File: config.mk
export PLATFORM = sky130hd
export DESIGN_NAME = pcie_rx
export DESIGN_NICKNAME = d
export VERILOG_FILES = /design/src/rtl/pcie_rx.sv
export SDC_FILE = /design/constraint.sdc
export NUM_CORES = 1
export LEC_CHECK = 0
export BUFFER_PORTS_ARGS = -buffer_cell sky130_fd_sc_hd__buf_2
export CAP_MARGIN = 25
export CORE_ASPECT_RATIO = 0.9
export CORE_MARGIN = 8
export CORE_UTILIZATION = 40
export CTS_CLUSTER_DIAMETER = 150
export CTS_CLUSTER_SIZE = 10
export DETAILED_ROUTE_END_ITERATION = 16
export PLACE_DENSITY = 0.59
export SYNTH_ARGS = -nofsm -noshare
export SYNTH_HDL_FRONTEND = slang
export SYNTH_SLANG_ARGS = --single-unit
File: constraint.sdc
create_clock -name clock -period 12.4 [get_ports clock]
set_clock_uncertainty 0.1 [all_clocks]
set_input_delay 2.48 -clock clock [delete_from_list [all_inputs] [get_ports clock]]
set_output_delay 2.48 -clock clock [all_outputs]
set_load 0.005 [all_outputs]
File: src/rtl/pcie_rx.sv
// Receive-side TLP parser: decodes MWr/MRd/CplD from the 64-bit AXI-stream RX port,
// emitting qword write strobes, a held read request and a completion data stream.
module pcie_rx #(
  parameter int ADDR_BITS = 13
) (
  input  logic                 clock,
  input  logic                 reset,
  input  logic [63:0]          axis_rx_tdata,
  input  logic                 axis_rx_tvalid,
  input  logic                 axis_rx_tlast,
  output logic                 axis_rx_tready,
  output logic                 wr_valid,
  output logic [ADDR_BITS-1:0] wr_addr,
  output logic [63:0]          wr_data,
  output logic [1:0]           wr_dw_valid,
  output logic                 rd_valid,
  input  logic                 rd_ready,
  output logic [23:0]          rd_rid_tag,
  output logic [ADDR_BITS-1:0] rd_addr,
  output logic [9:0]           rd_len_dw,
  output logic                 cpl_valid,
  output logic [7:0]           cpl_tag,
  output logic [63:0]          cpl_data,
  output logic [1:0]           cpl_dw_valid,
  output logic                 cpl_last,
  output logic [15:0]          unsupported_count
);

  typedef enum logic [1:0] {HDR0, HDR1, DATA, DRAIN} state_t;

  localparam logic [6:0] T_MWR32 = 7'b1000000;
  localparam logic [6:0] T_MWR64 = 7'b1100000;
  localparam logic [6:0] T_MRD32 = 7'b0000000;
  localparam logic [6:0] T_MRD64 = 7'b0100000;
  localparam logic [6:0] T_CPLD  = 7'b1001010;

  state_t                 r_state;
  logic [6:0]             r_type;
  logic [9:0]             r_len;
  logic [23:0]            r_rid_tag;
  logic [ADDR_BITS-1:0]   r_addr;
  logic [10:0]            r_rem;
  logic [31:0]            r_pend;
  logic                   r_flush;

  logic                   w_acc;
  logic [31:0]            w_lo;
  logic [31:0]            w_hi;
  logic [6:0]             w_hdr_type;
  logic                   w_hdr_ok;
  logic                   w_is_rd;
  logic                   w_is_cpl;
  logic                   w_4dw;
  logic [10:0]            w_len_full;
  logic [ADDR_BITS-1:0]   w_hdr_addr;
  logic [ADDR_BITS-1:0]   w_emit_addr;
  logic                   w_emit;
  logic                   w_emit_last;
  logic [63:0]            w_emit_q;
  logic [1:0]             w_emit_dwv;

  function automatic logic [31:0] bswap(input logic [31:0] d);
    return {d[7:0], d[15:8], d[23:16], d[31:24]};
  endfunction

  assign axis_rx_tready = ~(rd_valid & ~rd_ready);
  assign w_acc          = axis_rx_tvalid & axis_rx_tready;
  assign w_lo           = axis_rx_tdata[31:0];
  assign w_hi           = axis_rx_tdata[63:32];
  assign w_hdr_type     = axis_rx_tdata[30:24];
  assign w_hdr_ok       = (w_hdr_type == T_MWR32) || (w_hdr_type == T_MWR64) ||
                          (w_hdr_type == T_MRD32) || (w_hdr_type == T_MRD64) ||
                          (w_hdr_type == T_CPLD);
  assign w_is_rd        = (r_type == T_MRD32) || (r_type == T_MRD64);
  assign w_is_cpl       = (r_type == T_CPLD);
  assign w_4dw          = r_type[5];
  assign w_len_full     = (r_len == 10'd0) ? 11'd1024 : {1'b0, r_len};
  assign w_hdr_addr     = w_4dw ? w_hi[ADDR_BITS+2:3] : w_lo[ADDR_BITS+2:3];
  assign w_emit_addr    = (r_state == HDR1) ? w_hdr_addr : r_addr;

  // A 3DW odd-length TLP completes two qwords on its final beat; the lone tail
  // qword is emitted one cycle later from r_pend via r_flush.
  always_comb begin
    w_emit      = 1'b0;
    w_emit_q    = 64'h0;
    w_emit_dwv  = 2'b00;
    w_emit_last = 1'b0;
    if (r_flush) begin
      w_emit      = 1'b1;
      w_emit_q    = {32'h0, bswap(r_pend)};
      w_emit_dwv  = 2'b01;
      w_emit_last = 1'b1;
    end else if (w_acc && (r_state == HDR1) && !w_is_rd && !w_4dw &&
                 ((w_len_full == 11'd1) || axis_rx_tlast)) begin
      w_emit      = 1'b1;
      w_emit_q    = {32'h0, bswap(w_hi)};
      w_emit_dwv  = 2'b01;
      w_emit_last = 1'b1;
    end else if (w_acc && (r_state == DATA)) begin
      if (!w_4dw) begin
        if (r_rem != 11'd0) begin
          w_emit      = 1'b1;
          w_emit_q    = {bswap(w_lo), bswap(r_pend)};
          w_emit_dwv  = 2'b11;
          w_emit_last = (r_rem == 11'd1);
        end
      end else if (r_rem > 11'd1) begin
        w_emit      = 1'b1;
        w_emit_q    = {bswap(w_hi), bswap(w_lo)};
        w_emit_dwv  = 2'b11;
        w_emit_last = (r_rem == 11'd2);
      end else if (r_rem == 11'd1) begin
        w_emit      = 1'b1;
        w_emit_q    = {32'h0, bswap(w_lo)};
        w_emit_dwv  = 2'b01;
        w_emit_last = 1'b1;
      end
    end
  end

  always_ff @(posedge clock or posedge reset) begin
    if (reset) begin
      r_state           <= HDR0;
      r_type            <= 7'h0;
      r_len             <= 10'h0;
      r_rid_tag         <= 24'h0;
      r_addr            <= '0;
      r_rem             <= 11'h0;
      r_pend            <= 32'h0;
      r_flush           <= 1'b0;
      wr_valid          <= 1'b0;
      wr_addr           <= '0;
      wr_data           <= 64'h0;
      wr_dw_valid       <= 2'b00;
      rd_valid          <= 1'b0;
      rd_rid_tag        <= 24'h0;
      rd_addr           <= '0;
      rd_len_dw         <= 10'h0;
      cpl_valid         <= 1'b0;
      cpl_tag           <= 8'h0;
      cpl_data          <= 64'h0;
      cpl_dw_valid      <= 2'b00;
      cpl_last          <= 1'b0;
      unsupported_count <= 16'h0;
    end else begin
      wr_valid  <= 1'b0;
      cpl_valid <= 1'b0;
      cpl_last  <= 1'b0;
      r_flush   <= 1'b0;
      if (rd_valid && rd_ready) rd_valid <= 1'b0;

      if (w_acc) begin
        case (r_state)
          HDR0: begin
            r_type    <= w_hdr_type;
            r_len     <= w_lo[9:0];
            r_rid_tag <= w_hi[31:8];
            if (!w_hdr_ok) begin
              if (unsupported_count != 16'hFFFF) unsupported_count <= unsupported_count + 16'd1;
              r_state <= axis_rx_tlast ? HDR0 : DRAIN;
            end else begin
              r_state <= axis_rx_tlast ? HDR0 : HDR1;
            end
          end
          HDR1: begin
            r_addr <= w_hdr_addr;
            r_pend <= w_hi;
            r_rem  <= w_4dw ? w_len_full : w_len_full - 11'd1;
            if (w_is_rd) begin
              rd_valid   <= 1'b1;
              rd_rid_tag <= r_rid_tag;
              rd_addr    <= w_hdr_addr;
              rd_len_dw  <= r_len;
              r_state    <= axis_rx_tlast ? HDR0 : DRAIN;
            end else begin
              if (w_is_cpl) cpl_tag <= w_lo[15:8];
              if (axis_rx_tlast)                            r_state <= HDR0;
              else if (!w_4dw && (w_len_full == 11'd1))     r_state <= DRAIN;
              else                                          r_state <= DATA;
            end
          end
          DATA: begin
            if (!w_4dw) begin
              if (r_rem > 11'd1) begin
                r_pend <= w_hi;
                r_rem  <= r_rem - 11'd2;
                if ((r_rem == 11'd2) || axis_rx_tlast) r_flush <= 1'b1;
              end else begin
                r_rem <= 11'd0;
              end
            end else begin
              r_rem <= (r_rem > 11'd1) ? r_rem - 11'd2 : 11'd0;
            end
            if (axis_rx_tlast)         r_state <= HDR0;
            else if (r_rem <= 11'd2)   r_state <= DRAIN;
          end
          DRAIN: begin
            if (axis_rx_tlast) r_state <= HDR0;
          end
          default: r_state <= HDR0;
        endcase
      end

      if (w_emit) begin
        if (w_is_cpl) begin
          cpl_valid    <= 1'b1;
          cpl_data     <= w_emit_q;
          cpl_dw_valid <= w_emit_dwv;
          cpl_last     <= w_emit_last;
        end else begin
          wr_valid    <= 1'b1;
          wr_addr     <= w_emit_addr;
          wr_data     <= w_emit_q;
          wr_dw_valid <= w_emit_dwv;
        end
        r_addr <= w_emit_addr + 1'b1;
      end
    end
  end

endmodule
# Word level (Yosys, flattened, before mapping)
# Index checks and enable logic that the tools add are counted.
# op_classes
order_cmp	2
bitwise	7
addsub	4
n_reduce_logical	32
n_mux	63
eq_ne	17
# op_table
operator	count
$mux 64	6
$mux 32	3
$pmux 32 s2	1
$mux 13	4
$mux 11	3
$mux 1	31
$eq 7x7->1 const B	4
$mux 2	13
$eq 11x1->1 const B	2
$pmux 11 s2	1
$add 16x1->16 const B	1
$ne 16x16->1 const B	1
$eq 7x6->1 const B	2
$logic_not 7->1	2
$add 13x1->13 const B	1
$reduce_and 4->1	3
$eq 11x2->1 const B	1
$gt 11x1->1 const B	1
$le 11x2->1 const B	1
$reduce_bool 11->1	1
$sub 11x1->11 const B	1
$sub 11x2->11 const B	1
$logic_not 10->1	1
$pmux 2 s4	1
other kinds (14)	39
# word_totals
input_bits	69
ff_bits	320
out_inout_bits	221

# Longest topological paths before layout
# logic_depth
ltp_word	12
depth_mapped	11

# Least setup slack after synthesis
# Ideal clock, no wire load.
# synth_timing
path_type	input to output
from	in rd_ready
to	out axis_rx_tready
path_stages	2
setup_slack_ns	7.055
path_buffers	1
required_time_ns	9.820
arrival_ns	2.765
cell_sequence	nand2b_1 -> clkbuf_1
# synth_between
elab_chain_len	3
# synth_rtl
element	line_no	source
from (decl)	17	input logic rd_ready,
$not 1->1	66	assign axis_rx_tready = ~(rd_valid & ~rd_ready);
$and 1x1->1	66	
$not 1->1	66	
to (decl)	11	output logic axis_rx_tready,
# Every way passes these cells.

# Worst setup path after layout
# Same ends and word-level chain as after synthesis.

==> flow_summary_export.csv <==
group,metric,value,unit
die,placementRows,67,
synthesis,most_numerous_cell_in_the_yosys_netlist,"dfrtp_1",
die,io_pins,290,
grt,grtUsageTotal,21.05,%
power_and_ir_drop,p_leak,0.008568,µW
layout,final_nets,1590,
cts,ctsHtreeMaxLevel,2,
sta,maximum_clock_rate,0.1781,GHz
power_and_ir_drop,switchingPower,1529,µW
sta,max_slew_margin,31.18,%
sta,final_period_minus_worst_setup_slack,5.613,ns
synthesis,ys_ff_latch,320,
critical_path,reg2reg_slack,7.80,ns
synthesis,synth_async_sr_flop_share,100.0,%
synthesis,synthesis.instances,1246,
synthesis,netlist_area,14930,µm²
placed_design,postPlaceCellArea,16760,µm²
layout,syn2layout_area_growth,19.29,%
placed_design,port_buffers,289,
grt,grt_start_max_net_pins,108,
cts,post_cts.repair.setup_buffers,0,
cts,cts_inserted_buffers,37,
layout,post_route_cells_drive_above_1_share,39.26,%
routing,finalWirelength,47.03,mm
cts,cts_hold_repair.buffers,0,
cts,cts_max_path_buffers,3,
cts,clkSlewWorstSetupHoldPaths,0.06,ns
synthesis,mappedNetlistNets,1326,
cts,cts.sink_count,320,
power_and_ir_drop,power-per-cell-area,235.7,nW/µm²
placed_design,routabilityCongestion,0.8915,
grt,wire_length_of_the_first_global_routing_pass,71.28,mm
sta,setup_total_negative_slack,0,ns
critical_path,worstReg2RegStart,"r_type[5]",
sta,number_of_endpoints_with_negative_hold_slack_in_the_final_report,0,
synthesis,synth.top_cells.by_count,"dfrtp_1, mux2_2, o21ai_0",
placed_design,hpwlAfterDp,32.27,mm
cts,clock_tree_from_tritoncts,"done",
routing,vias_per_cell,5.630,
synthesis,yosys.cell_types.count,67,
critical_path,worst_ep_required_time,9.82,ns
run,maxCapViolCount,0,
power_and_ir_drop,irDropWorstVdd,0.1182,mV
synthesis,netlist.area_leader.share,53.64,%
hold_path,whs_endpoint,"wr_dw_valid[0]",
routing,drcViolationCount,0,
cts,post_cts_resize_count,0,
critical_path,worst-endpoint-arrival,3.03,ns
routing,firstDrtPassIters,5,
layout,finalInstanceArea,17810,µm²
outcome,run_status,"completed",
power_and_ir_drop,pwr-share-seq,40.4,%
die,dieArea,43770,µm²
die,die_w,219.6,µm
critical_path,reg2reg_depth,9,
cts,cts-root-buf,"clkbuf_16",
critical_path,worstReg2RegEnd,"wr_data[15]",
routing,wl_per_cell,23.55,µm
power_and_ir_drop,swShare,36.43,%
cts,clock_insertion_delay_worst_skew,0.53,ns
grt,vias_in_the_first_global_route,11540,
sta,final-max-slew-violation-count,0,
die,die_height,199.3,µm
routing,drt_iter0_markers,854,
critical_path,critical_path.startpoint_type,"input pin",
power_and_ir_drop,p_total,4198,µW
sta,tightestPinTransition,1.032,ns
synthesis,postSynthAreaPerCell,11.98,µm²
synthesis,yosysSeqAreaShare,53.64,%
die,core_area,37050,µm²
sta,setup_viol_count_final,0,
synthesis,synthesis.yosys.warnings,0,
synthesis,yosysTopAreaCell,"dfrtp_1",
grt,antenna_found_initial,4,
power_and_ir_drop,cell_internal_power,2669,µW
sta,setup_repair_after_global_routing_missed_its_margin,"false",
hold_path,worstHoldPathType,"flip-flop to flip-flop",
routing,dr_total_vias,11240,
power_and_ir_drop,combPwrFrac,36.6,%
critical_path,critPathMaxFanout,8,
sta,final.period_utilization,45.27,%
die,starting_density_of_the_core,40.29,%
routing,postRouteAntennaNets,0,
synthesis,synth_flop_cell,"dfrtp_1",
hold_path,worstHoldStart,"wr_dw_valid[0]",
critical_path,setup.worst_path.end_class,"output pin",
grt,grt.overflow.total,0,
critical_path,worst-setup-path-type,"input pin to output pin",
power_and_ir_drop,p_clk_share,23.0,%
synthesis,ys_top_cells_by_area,"dfrtp_1, mux2_2, mux2_4, o21ai_0, mux2i_1",
synthesis,synth_enable_flop_cells,0,
hold_path,hold_path_depth,1,
metrics by stage:
step           util [%]  worst slack [ns]  instances  hold WS, ns
2_1_floorplan         -            0.9637       1246       0.3444
3_3_place_gp      45.23             6.572       1952       0.3543
3_5_place_dp      45.23             6.546       1952       0.3530
4_1_cts           47.90             6.778       1994       0.3674
5_1_grt           48.06             6.726       1997       0.3917
6_report          48.06             6.787       1997       0.3663
kinds of logic (layout without fill, tap and decap cells):
logic type,count (synthesis),in the layout,synth area share [%]
DFF,320,320,53.64
AOI/OAI and AO/OA,297,297,12.65
muxes,252,252,19.60
and+or+nand+nor,239,239,8.583
buffers and inverters,103,370,3.202
xor gates and xnor gates,24,24,1.408
adders and majority gates,11,11,0.9220
other,0,1,0
area by class of cell:
| type | count | area, µm² |
|---|---|---|
| diodes | 1 | 2.502 |
| clock buffers | 41 | 983.4 |
| clock inverters | 1 | 8.758 |
| fillers | 3443 | 19250 |
| inverters | 18 | 76.32 |
| multi-input cells | 823 | 6475 |
| flip-flops and latches | 320 | 8013 |
| well taps | 483 | 604.3 |
| repair buffers | 310 | 1644 |
sequential cells by signal (all words and copies together), names as in the netlist:
register / flops
rd_len_dw: 10
cpl_last: 1
r_rid_tag: 24
rd_valid: 1
r_rem: 11
wr_data: 64
r_state: 2
cpl_data: 64
r_pend: 32
rd_rid_tag: 24
cpl_tag: 8
wr_dw_valid: 2
cpl_dw_valid: 2
r_type: 7
r_len: 10
r_flush: 1
r_addr: 13
wr_addr: 13
rd_addr: 13
cpl_valid: 1
unsupported_count: 16
wr_valid: 1
layout by cell type, fill, tap and decap left out, types with 4 or more instances in the layout:
master     Yosys  final
mux2_2       181    181
nor2_1        67     66
and3_1         5      5
nand3_1       14     13
or4_1         10     10
mux2i_1       35     35
nor3_1        12     12
buf_4          2     19
xnor2_1       15     15
or3_1          7      7
nand4b_1       6      6
o311ai_0       5      5
buf_2         25    289
inv_1         16     15
nor4_1         5      5
o21ai_0       94     94
a211oi_1       4      4
o21ai_1        5      5
dfrtp_1      320    318
a31oi_1       42     42
nand2_1       42     42
a22oi_1       45     45
clkbuf_16      0     39
nor4_2         4      4
nor2b_1       35     35
xor2_1         9      9
o31ai_1       40     40
mux2_4        35     35
nand2b_1       6      6
ha_1          11     11
nand4_1        7      7
a21oi_1       34     34
how the worst max path moves through the flow:
| stage | from | to | slack, ns | cells past startpoint |
|---|---|---|---|---|
| detailed placement | rd_ready | wr_data[9] | 6.55 | 9 |
| CTS | rd_ready | axis_rx_tready | 6.78 | 3 |
| global placement | rd_ready | wr_data[10] | 6.57 | 9 |
| global route | rd_ready | axis_rx_tready | 6.73 | 3 |
| finish | rd_ready | axis_rx_tready | 6.79 | 3 |
| floorplan | reset | cpl_data[0] | 0.96 | 1 |
worst max-delay path: stages:
cell      delay, ns
buf_2          0.09
nand2b_1       0.26
buf_2          0.20
metal layers:
layer / routed length [µm] / GRT usage (%) / up-vias
met2: 22170 / 34.15 / 372
li1: - / - / 5066
met1: 20540 / 28.09 / 5731
met4: 1177 / 6.330 / 6
met5: 33 / 0 / -
met3: 3107 / 4.510 / 68
power by group through the flow:
stage | combinational [µW] | sequential [µW] | clock [µW]
2_1_floorplan | 1040 | 1620 | 0
5_1_grt | 1690 | 1740 | 1030
4_1_cts | 1550 | 1690 | 991
6_report | 1540 | 1690 | 966
3_5_place_dp | 1540 | 1710 | 0
3_3_place_gp | 1520 | 1690 | 0
Power figures use the tool's default switching activity.
